--- src/rtl/addsub_pipe16.sv ---
// Two-stage pipelined 16-bit add/subtract with valid/ready handshakes, built on the lac4 lookahead carry unit.
// Optional sticky overflow flag: define STICKY_OVF_EN to add ovf_sticky/ovf_clr.

// 16-bit two-level carry lookahead: four 4-bit groups, then a lookahead across the groups.
module lac4 (
  output logic [15:0] c,
  output logic        gout,
  output logic        pout,
  input  logic        Cin,
  input  logic [15:0] g,
  input  logic [15:0] p
);

  logic [3:0] gg;
  logic [3:0] gp;
  logic [3:0] cg;

  always_comb begin
    gg = '0;
    gp = '0;
    for (int k = 0; k < 4; k++) begin
      gg[k] = g[4*k+3]
            | (p[4*k+3] & g[4*k+2])
            | (p[4*k+3] & p[4*k+2] & g[4*k+1])
            | (p[4*k+3] & p[4*k+2] & p[4*k+1] & g[4*k]);
      gp[k] = p[4*k+3] & p[4*k+2] & p[4*k+1] & p[4*k];
    end
  end

  always_comb begin
    cg[0] = Cin;
    cg[1] = gg[0] | (gp[0] & Cin);
    cg[2] = gg[1] | (gp[1] & gg[0]) | (gp[1] & gp[0] & Cin);
    cg[3] = gg[2] | (gp[2] & gg[1]) | (gp[2] & gp[1] & gg[0])
          | (gp[2] & gp[1] & gp[0] & Cin);
    gout  = gg[3] | (gp[3] & gg[2]) | (gp[3] & gp[2] & gg[1])
          | (gp[3] & gp[2] & gp[1] & gg[0]);
    pout  = &gp;
  end

  // c[i] is the carry into bit i, expanded from the group carry-in
  always_comb begin
    c = '0;
    for (int k = 0; k < 4; k++) begin
      c[4*k]   = cg[k];
      c[4*k+1] = g[4*k] | (p[4*k] & cg[k]);
      c[4*k+2] = g[4*k+1] | (p[4*k+1] & g[4*k]) | (p[4*k+1] & p[4*k] & cg[k]);
      c[4*k+3] = g[4*k+2] | (p[4*k+2] & g[4*k+1])
               | (p[4*k+2] & p[4*k+1] & g[4*k])
               | (p[4*k+2] & p[4*k+1] & p[4*k] & cg[k]);
    end
  end

endmodule

module addsub_pipe16 #(
  parameter int WIDTH = 16
) (
  input  logic             clk,
  input  logic             reset,
  input  logic             in_valid,
  output logic             in_ready,
  input  logic [WIDTH-1:0] a,
  input  logic [WIDTH-1:0] b,
  input  logic             sub,
  output logic             out_valid,
  input  logic             out_ready,
  output logic [WIDTH-1:0] sum,
  output logic             cout,
  output logic             ovf,
  output logic             zero,
`ifdef STICKY_OVF_EN
  input  logic             ovf_clr,
  output logic             ovf_sticky,
`endif
  output logic             neg
);

  generate
    if (WIDTH != 16) begin : g_width_check
      $error("addsub_pipe16: WIDTH must be 16 to match lac4");
    end
  endgenerate

  logic [WIDTH-1:0] bx;
  logic [WIDTH-1:0] g_in;
  logic [WIDTH-1:0] p_in;
  logic [WIDTH-1:0] g_r;
  logic [WIDTH-1:0] p_r;
  logic             cin_r;
  logic             s1_valid;
  logic             s2_load;
  logic             accept;
  logic             advance;
  logic [WIDTH-1:0] c;
  logic             gout;
  logic             pout;
  logic [WIDTH-1:0] sum_next;
  logic             cout_next;

  assign s2_load  = !out_valid | out_ready;
  assign in_ready = !s1_valid | s2_load;
  assign accept   = in_valid & in_ready;
  assign advance  = s1_valid & s2_load;

  assign bx   = sub ? ~b : b;
  assign g_in = a & bx;
  assign p_in = a ^ bx;

  always_ff @(posedge clk) begin
    if (reset) begin
      g_r      <= '0;
      p_r      <= '0;
      cin_r    <= 1'b0;
      s1_valid <= 1'b0;
    end else if (accept) begin
      g_r      <= g_in;
      p_r      <= p_in;
      cin_r    <= sub;
      s1_valid <= 1'b1;
    end else if (s2_load) begin
      s1_valid <= 1'b0;
    end
  end

  lac4 u_lac4 (
    .c    (c),
    .gout (gout),
    .pout (pout),
    .Cin  (cin_r),
    .g    (g_r),
    .p    (p_r)
  );

  assign sum_next  = p_r ^ c;
  assign cout_next = gout | (pout & cin_r);

  // Result registers only change on a load, so they hold while the consumer stalls
  always_ff @(posedge clk) begin
    if (reset) begin
      out_valid <= 1'b0;
      sum       <= '0;
      cout      <= 1'b0;
      ovf       <= 1'b0;
      zero      <= 1'b0;
      neg       <= 1'b0;
    end else if (advance) begin
      out_valid <= 1'b1;
      sum       <= sum_next;
      cout      <= cout_next;
      ovf       <= c[WIDTH-1] ^ cout_next;
      zero      <= (sum_next == '0);
      neg       <= sum_next[WIDTH-1];
    end else if (out_ready) begin
      out_valid <= 1'b0;
    end
  end

`ifdef STICKY_OVF_EN
  // Setting takes priority so an overflow is never lost to a coincident clear
  always_ff @(posedge clk) begin
    if (reset) begin
      ovf_sticky <= 1'b0;
    end else if (out_valid & out_ready & ovf) begin
      ovf_sticky <= 1'b1;
    end else if (ovf_clr) begin
      ovf_sticky <= 1'b0;
    end
  end
`endif

endmodule

--- config.mk ---
export PLATFORM = sky130hd
export DESIGN_NAME = addsub_pipe16
export DESIGN_NICKNAME = d
export VERILOG_FILES = /design/src/rtl/addsub_pipe16.sv
export SDC_FILE = /design/constraint.sdc
export NUM_CORES = 1
export LEC_CHECK = 0
export ABC_AREA = 1
export ABC_CLOCK_PERIOD_IN_PS = 6950
export CORE_UTILIZATION = 39
export CTS_CLUSTER_DIAMETER = 120
export DETAILED_ROUTE_END_ITERATION = 7
export PLACE_DENSITY = 0.67
export SLEW_MARGIN = 10
export SYNTH_ARGS = -nofsm -noshare
export SYNTH_HDL_FRONTEND = slang
export SYNTH_SLANG_ARGS = --single-unit
export TNS_END_PERCENT = 100
--- constraint.sdc ---
create_clock -name clk -period 6.95 [get_ports clk]
set_clock_uncertainty 0.2 [all_clocks]
set_input_delay 1.0425 -clock clk [delete_from_list [all_inputs] [get_ports clk]]
set_output_delay 1.0425 -clock clk [all_outputs]
set_load 0.01 [all_outputs]
==> results of run 1 <==
-- metal layers --
layer	global-route usage	share of wire
met1	0.225	0.53
met2	0.263	0.42
met3	0.0314	0.039
met4	0.0447	0.013
met5	0	0
-- stage by stage --
stage | hold slack [ps] | area (sq um) | setup slack (ps) | instances | utilization
final | 275 | 3730 | 3480 | 546 | 0.512
after global routing | 296 | 3730 | 3440 | 546 | 0.512
after CTS | 280 | 3730 | 3480 | 546 | 0.512
after detailed placement | 266 | 3590 | 3480 | 538 | 0.493
after global placement | 252 | 3590 | 3470 | 538 | 0.493
after floorplan | 230 | 2950 | 4380 | 397 | -
-- worst max-delay path, stage by stage --
cell	delay (ps)
clkdlybuf4s50_1	450
inv_1	50
nand3_1	120
clkdlybuf4s50_1	560
-- report_power, final --
part	switching (mW)	internal, mW	leakage [nW]
combinational	0.0861	0.0772	1.19
clock	0.101	0.154	0.0714
sequential	0.0223	0.334	0.447
total	0.209	0.564	1.71
-- layout by cell type (no fill, tap or decap), types with 9 or more instances in the layout --
master            n
a21oi_1          24
inv_1            40
nand2_1          55
nand2_2           9
nand3_1          14
xor2_1           17
dfxtp_1          54
o21ai_0          43
ha_1             20
nor2_1           57
clkdlybuf4s50_1  58
-- registers in the layout, summed over array words and instances (netlist names) --
register / cells
zero: 1
cout: 1
s1_valid: 1
sum: 16
ovf: 1
cin_r: 1
p_r: 16
g_r: 16
out_valid: 1
-- kinds of logic after synthesis --
group / after synthesis / share of synthesized area
AOI/OAI and AO/OA: 87 / 0.167
xor gates and xnor gates: 18 / 0.0534
adders and majority gates: 20 / 0.0848
buffers and inverters: 62 / 0.0814
DFF: 54 / 0.366
and+or+nand+nor: 156 / 0.247
-- layout make-up --
cell class	count	area [sq um]
fill	758	3560
multi-input combinational	281	1630
sequential	54	1080
timing repair buffer	59	588
inverter	45	169
tap	99	124
clock buffer	6	82.6
clock inverter	2	60.1
-- path summary, 6_finish.rpt --
check	end	slack, ps	startpoint
worst max register to register	zero$_SDFFE_PP0P_	4390	p_r[2]$_SDFFE_PP0P_
worst min register to register	g_r[3]$_SDFFE_PP0P_	280	g_r[3]$_SDFFE_PP0P_
worst min-delay path	g_r[3]$_SDFFE_PP0P_	280	g_r[3]$_SDFFE_PP0P_
worst max-delay path	in_ready	3480	out_ready
==> results by group, run 1 <==
Yosys
  • Area leader, netlist: dfxtp_1
  • Yosys Warn Count: 0
  • Number of synthesized register bits: 54
  • Number of flops mapped to enable cells by yosys: 0
  • Syn Area/Cell: 7.43 sq um
  • Synth cell count leaders: nor2_1 (57), nand2_1 (55), dfxtp_1 (54)
  • Synth area leaders: dfxtp_1 (37%), ha_1 (8.5%), o21ai_0 (7.3%)
  • Mapped cell area: 2950 sq um
  • Mapped Nets: 454
  • Sequential share of the synthesized area: 0.366
  • Synth top area share: 0.366
  • Yosys cell types: 34
  • Most frequent cell after synthesis: nor2_1
  • Async S/R FF share, synth: 0
  • Synth Instances: 397
  • Synth Flop Type: dfxtp_1

Clocking
  • CTS Buf Count: 5
  • Skew-Pair Late Insertion Delay: 310 ps
  • Clock root buffer: clkbuf_8
  • CTS tree: built
  • Post CTS Setup Buffer Count: 0
  • CTS resizes: 0
  • Maximum clock path buffer count: 2
  • CTS HTree Levels: 2
  • CTS Hold Bufs: 0
  • Clock transition at path regs: 90 ps
  • TritonCTS Sinks: 54

Route
  • Final ANT Viol Nets: 0
  • Routed via count: 2558
  • DRT Pass-1 Iters: 5
  • Via/cell ratio: 4.68
  • DRC violations left: 0
  • Initial drt markers: 142
  • DRT Wirelength: 6100 um
  • Routed WL per cell: 11.2 um

Floorplanning
  • Row count: 31
  • I/O pins: 59
  • Die W: 89.0 um
  • Die height: 89.0 um
  • Core region area: 7290 sq um
  • Die area: 7920 sq um
  • Initial core utilization: 0.405

Setup path
  • Top fanout value on the critical path: 3
  • Startpoint Class: input pin
  • Critical Path RT: 5710 ps
  • WP data arrival: 2220 ps
  • Cell depth of the worst flop-to-flop path: 18
  • WS Path Type: in -> out
  • Setup crit end kind: primary output

Power
  • Peak supply drop: 112 uV
  • Pwr Total: 774 uW
  • PD cells: 207 nW/um^2
  • Leak: 1.71 nW

Global route
  • Largest net degree at the start of global routing: 53
  • Antenna violations before repair: 0
  • First-pass GRT wire length: 10300 um
  • Total Routing Usage GR: 0.164
  • Grt ovf: 0
  • Vias in the first global route: 2342

STA
  • Post-layout min period: 3470 ps
  • Hold Vio Cnt, Final: 0
  • Highest clock rate: 289 MHz
  • RSZ-0062 raised after global routing: false
  • Measured slew at the worst slew-check pin: 1150 ps
  • Final Cycle Share: 0.499
  • Total negative slack: 0 ps
  • Final Slew Violations: 0
  • Rel. slew slack: 0.230
  • Setup violators final: 0

Placement
  • Buffers on Ports: 58
  • Detailed Place HPWL: 4670 um
  • RePlAce Congestion: 0.800

Flow run
  • Max-Cap Viols: 0

Cells and area
  • Layout cells sized above 1: 0.0940
  • Nets: 503
  • N_diodes: 0
  • Area Growth Syn to Fin: 26.5%

Status
  • Status: completed

Hold path
  • Worst Hold Class: reg -> reg
  • Hold Path Depth: 2
Note: power is estimated with default switching activity, not from simulation.
==> run 2: changes to the inputs <==
ABC_CLOCK_PERIOD_IN_PS = 3400   (was 6950)
clock period = 3.4 ns   (was 6.95 ns; I/O delays follow)
==> results by group, run 2 (synthesis gave the netlist of run 1 again) <==
Status
  • Status: completed

Setup path
  • Startpoint Class: flip-flop
  • WS Path Type: reg -> reg
  • CP cell instances: nand2_1 -> nand2_1 -> nand2_2 -> nand2_4 -> nand2_4 -> nand2_4 -> nand2_1 -> inv_1 -> ha_1 -> inv_1 -> nand3_1 -> nor2_1 -> nand3_1 -> nor2_1 -> nand4_1 -> nor2_2 -> nand3_2 -> a21oi_2
  • CP max-delay cell: dfxtp_1
  • WP data arrival: 2470 ps (+250 ps)
  • Top fanout value on the critical path: 4 (+1)
  • Slowest Stage Delay on Critical Path: 430 ps (-130 ps)
  • Critical Path RT: 3430 ps (-2280 ps)
  • Setup crit end kind: flip-flop

Route
  • Final ANT Viol Nets: 0 (unchanged)
  • DRC violations left: 0 (unchanged)
  • Routed WL per cell: 11.4 um (+1.8%)
  • Via/cell ratio: 4.72 (+0.71%)
  • DRT Pass-1 Iters: 4 (-1)
  • DRT Wirelength: 6250 um (+2.5%)
  • Initial drt markers: 123 (-13%)
  • Routed via count: 2595 (+1.4%)

Floorplanning
  • Core region area: 7290 sq um (unchanged)
  • Die height: 89.0 um (unchanged)
  • Row count: 31 (unchanged)
  • Die area: 7920 sq um (unchanged)
  • Initial core utilization: 0.405 (unchanged)
  • Die W: 89.0 um (unchanged)
  • I/O pins: 59 (unchanged)

STA
  • RSZ-0062 raised after global routing: false
  • Measured slew at the worst slew-check pin: 624 ps (-529 ps)
  • Tightest hold margin: 261 ps (-13.7 ps)
  • Hold Vio Cnt, Final: 0 (unchanged)
  • Setup violators final: 0 (unchanged)
  • Highest clock rate: 410 MHz
  • Total negative slack: 0 ps (unchanged)
  • Final Cycle Share: 0.718
  • Rel. slew slack: 0.573 (+0.343)
  • Post-layout min period: 2440 ps
  • Final Slew Violations: 0 (unchanged)

Hold path
  • Worst Hold Class: reg -> reg

Power
  • Psw: 422 uW (+100%)
  • Leak: 1.71 nW (-0.21%)
  • P_int: 1.01 mW (+78%)
  • Sequential Power Share: 0.509 (+0.049)
  • Share of total power in combinational logic: 0.237 (+0.026)
  • Peak supply drop: 186 uV (+67%)
  • PD cells: 385 nW/um^2 (+86%)
  • Clk pwr share: 0.254 (-0.075)
  • Switching share of power: 0.295 (+0.0249)

Cells and area
  • Cell area after layout: 3710 sq um (-0.57%)
  • Fillers: 750 (-1.1%)
  • Multi-input logic area: 1630 sq um (unchanged)
  • Fin cells: 550 (+0.73%)
  • Most common cell after layout, fill and taps aside: clkdlybuf4s50_1
  • Layout cells sized above 1: 0.0998 (+0.00582)
  • Nets: 507 (+0.80%)
  • Finished Core Util: 0.509 (-0.00292)
  • N_diodes: 0 (unchanged)
  • Largest regs: g_r x16, p_r x16, sum x16
  • Area Growth Syn to Fin: 25.8%
  • Reg area: 1080 sq um (unchanged)
  • Most frequent cells in the layout: clkdlybuf4s50_1 (58), nor2_1 (57), nand2_1 (55)

Placement
  • Buffers on Ports: 58 (unchanged)
  • Placed insts: 542 (+0.74%)
  • Detailed Place HPWL: 4970 um (+6.5%)
  • RePlAce Congestion: 0.845 (+5.6%)
  • DP Area: 3620 sq um (+0.84%)

Global route
  • Vias in the first global route: 2417 (+3.2%)
  • GR Layer Usage met1: 0.233 (+0.00799)
  • Total Routing Usage GR: 0.172 (+0.00826)
  • Antenna violations before repair: 0 (unchanged)
  • Largest net degree at the start of global routing: 38 (-28%)
  • Met2 Usage GRT: 0.289 (+0.0259)
  • Most crowded layer after global routing: met2
  • GR Layer Usage met3: 0.0314 (unchanged)
  • First-pass GRT wire length: 10800 um (+5.1%)
  • Grt ovf: 0 (unchanged)

Clocking
  • Clock transition at path regs: 100 ps (about the same)
  • CTS HTree Levels: 2 (unchanged)
  • Skew-Pair Late Insertion Delay: 300 ps (about the same)
  • CTS tree: built
  • TritonCTS Sinks: 54 (unchanged)
  • CTS Buf Count: 5 (unchanged)
  • Maximum clock path buffer count: 2 (unchanged)
  • Clock root buffer: clkbuf_8
  • CTS resizes: 0 (unchanged)
  • CTS Hold Bufs: 0 (unchanged)
  • Post CTS Setup Buffer Count: 0 (unchanged)

Flow run
  • Max-Cap Viols: 0 (unchanged)
==> run 2: changes by cell type in the layout (fill, tap and decap cells not counted) <==
cell	before	now
clkinv_2	0	1
bufinv_16	2	0
clkbuf_1	0	1
buf_4	1	5
==> run 2: final cells by class <==
cell class / instances / area share
clock buffer: 7 / 0.0232
inverter: 45 / 0.0455
timing repair buffer: 63 / 0.166
clock inverter: 1 / 0.00135
sequential: 54 / 0.291
tap: 99 / 0.0334
multi-input combinational: 281 / 0.439
==> run 2: metal layers <==
metal / up-vias / share of wire
met4: 0 / 0.0080
met5: - / 0
met1: 1144 / 0.52
met2: 50 / 0.44
li1: 1397 / -
met3: 4 / 0.036
==> run 2: final timing paths <==
path                            start                   to  slack, ps  depth (start not counted)
setup / recovery   cin_r$_SDFFE_PP0P_    zero$_SDFFE_PP0P_        960                         18
hold / removal    g_r[3]$_SDFFE_PP0P_  g_r[3]$_SDFFE_PP0P_        260                          2
setup reg to reg   cin_r$_SDFFE_PP0P_    zero$_SDFFE_PP0P_        960                         18
hold reg to reg   g_r[3]$_SDFFE_PP0P_  g_r[3]$_SDFFE_PP0P_        260                          2
==> run 2: power groups by stage <==
stage	logic [mW]	clock network (mW)	registers, mW
global route	0.387	0.393	0.734
detailed placement	0.340	0	0.742
finish	0.339	0.363	0.727
floorplan	0.203	0	0.739
global placement	0.335	0	0.740
CTS	0.342	0.369	0.727
==> run 2: stage by stage <==
stage | total power, mW | worst slack [ps]
finish | 1.43 | 959
floorplan | 0.942 | 1170
global placement | 1.08 | 886
CTS | 1.44 | 950
global route | 1.51 | 603
detailed placement | 1.08 | 868
==> run 2: critical path: cells and delay by family (launching register included) <==
kind            cells  cell delay (ps)
buf+inv             2              130
compound gates      1              100
fa+ha+maj           1              220
flops               1              430
simple gates       14             1280
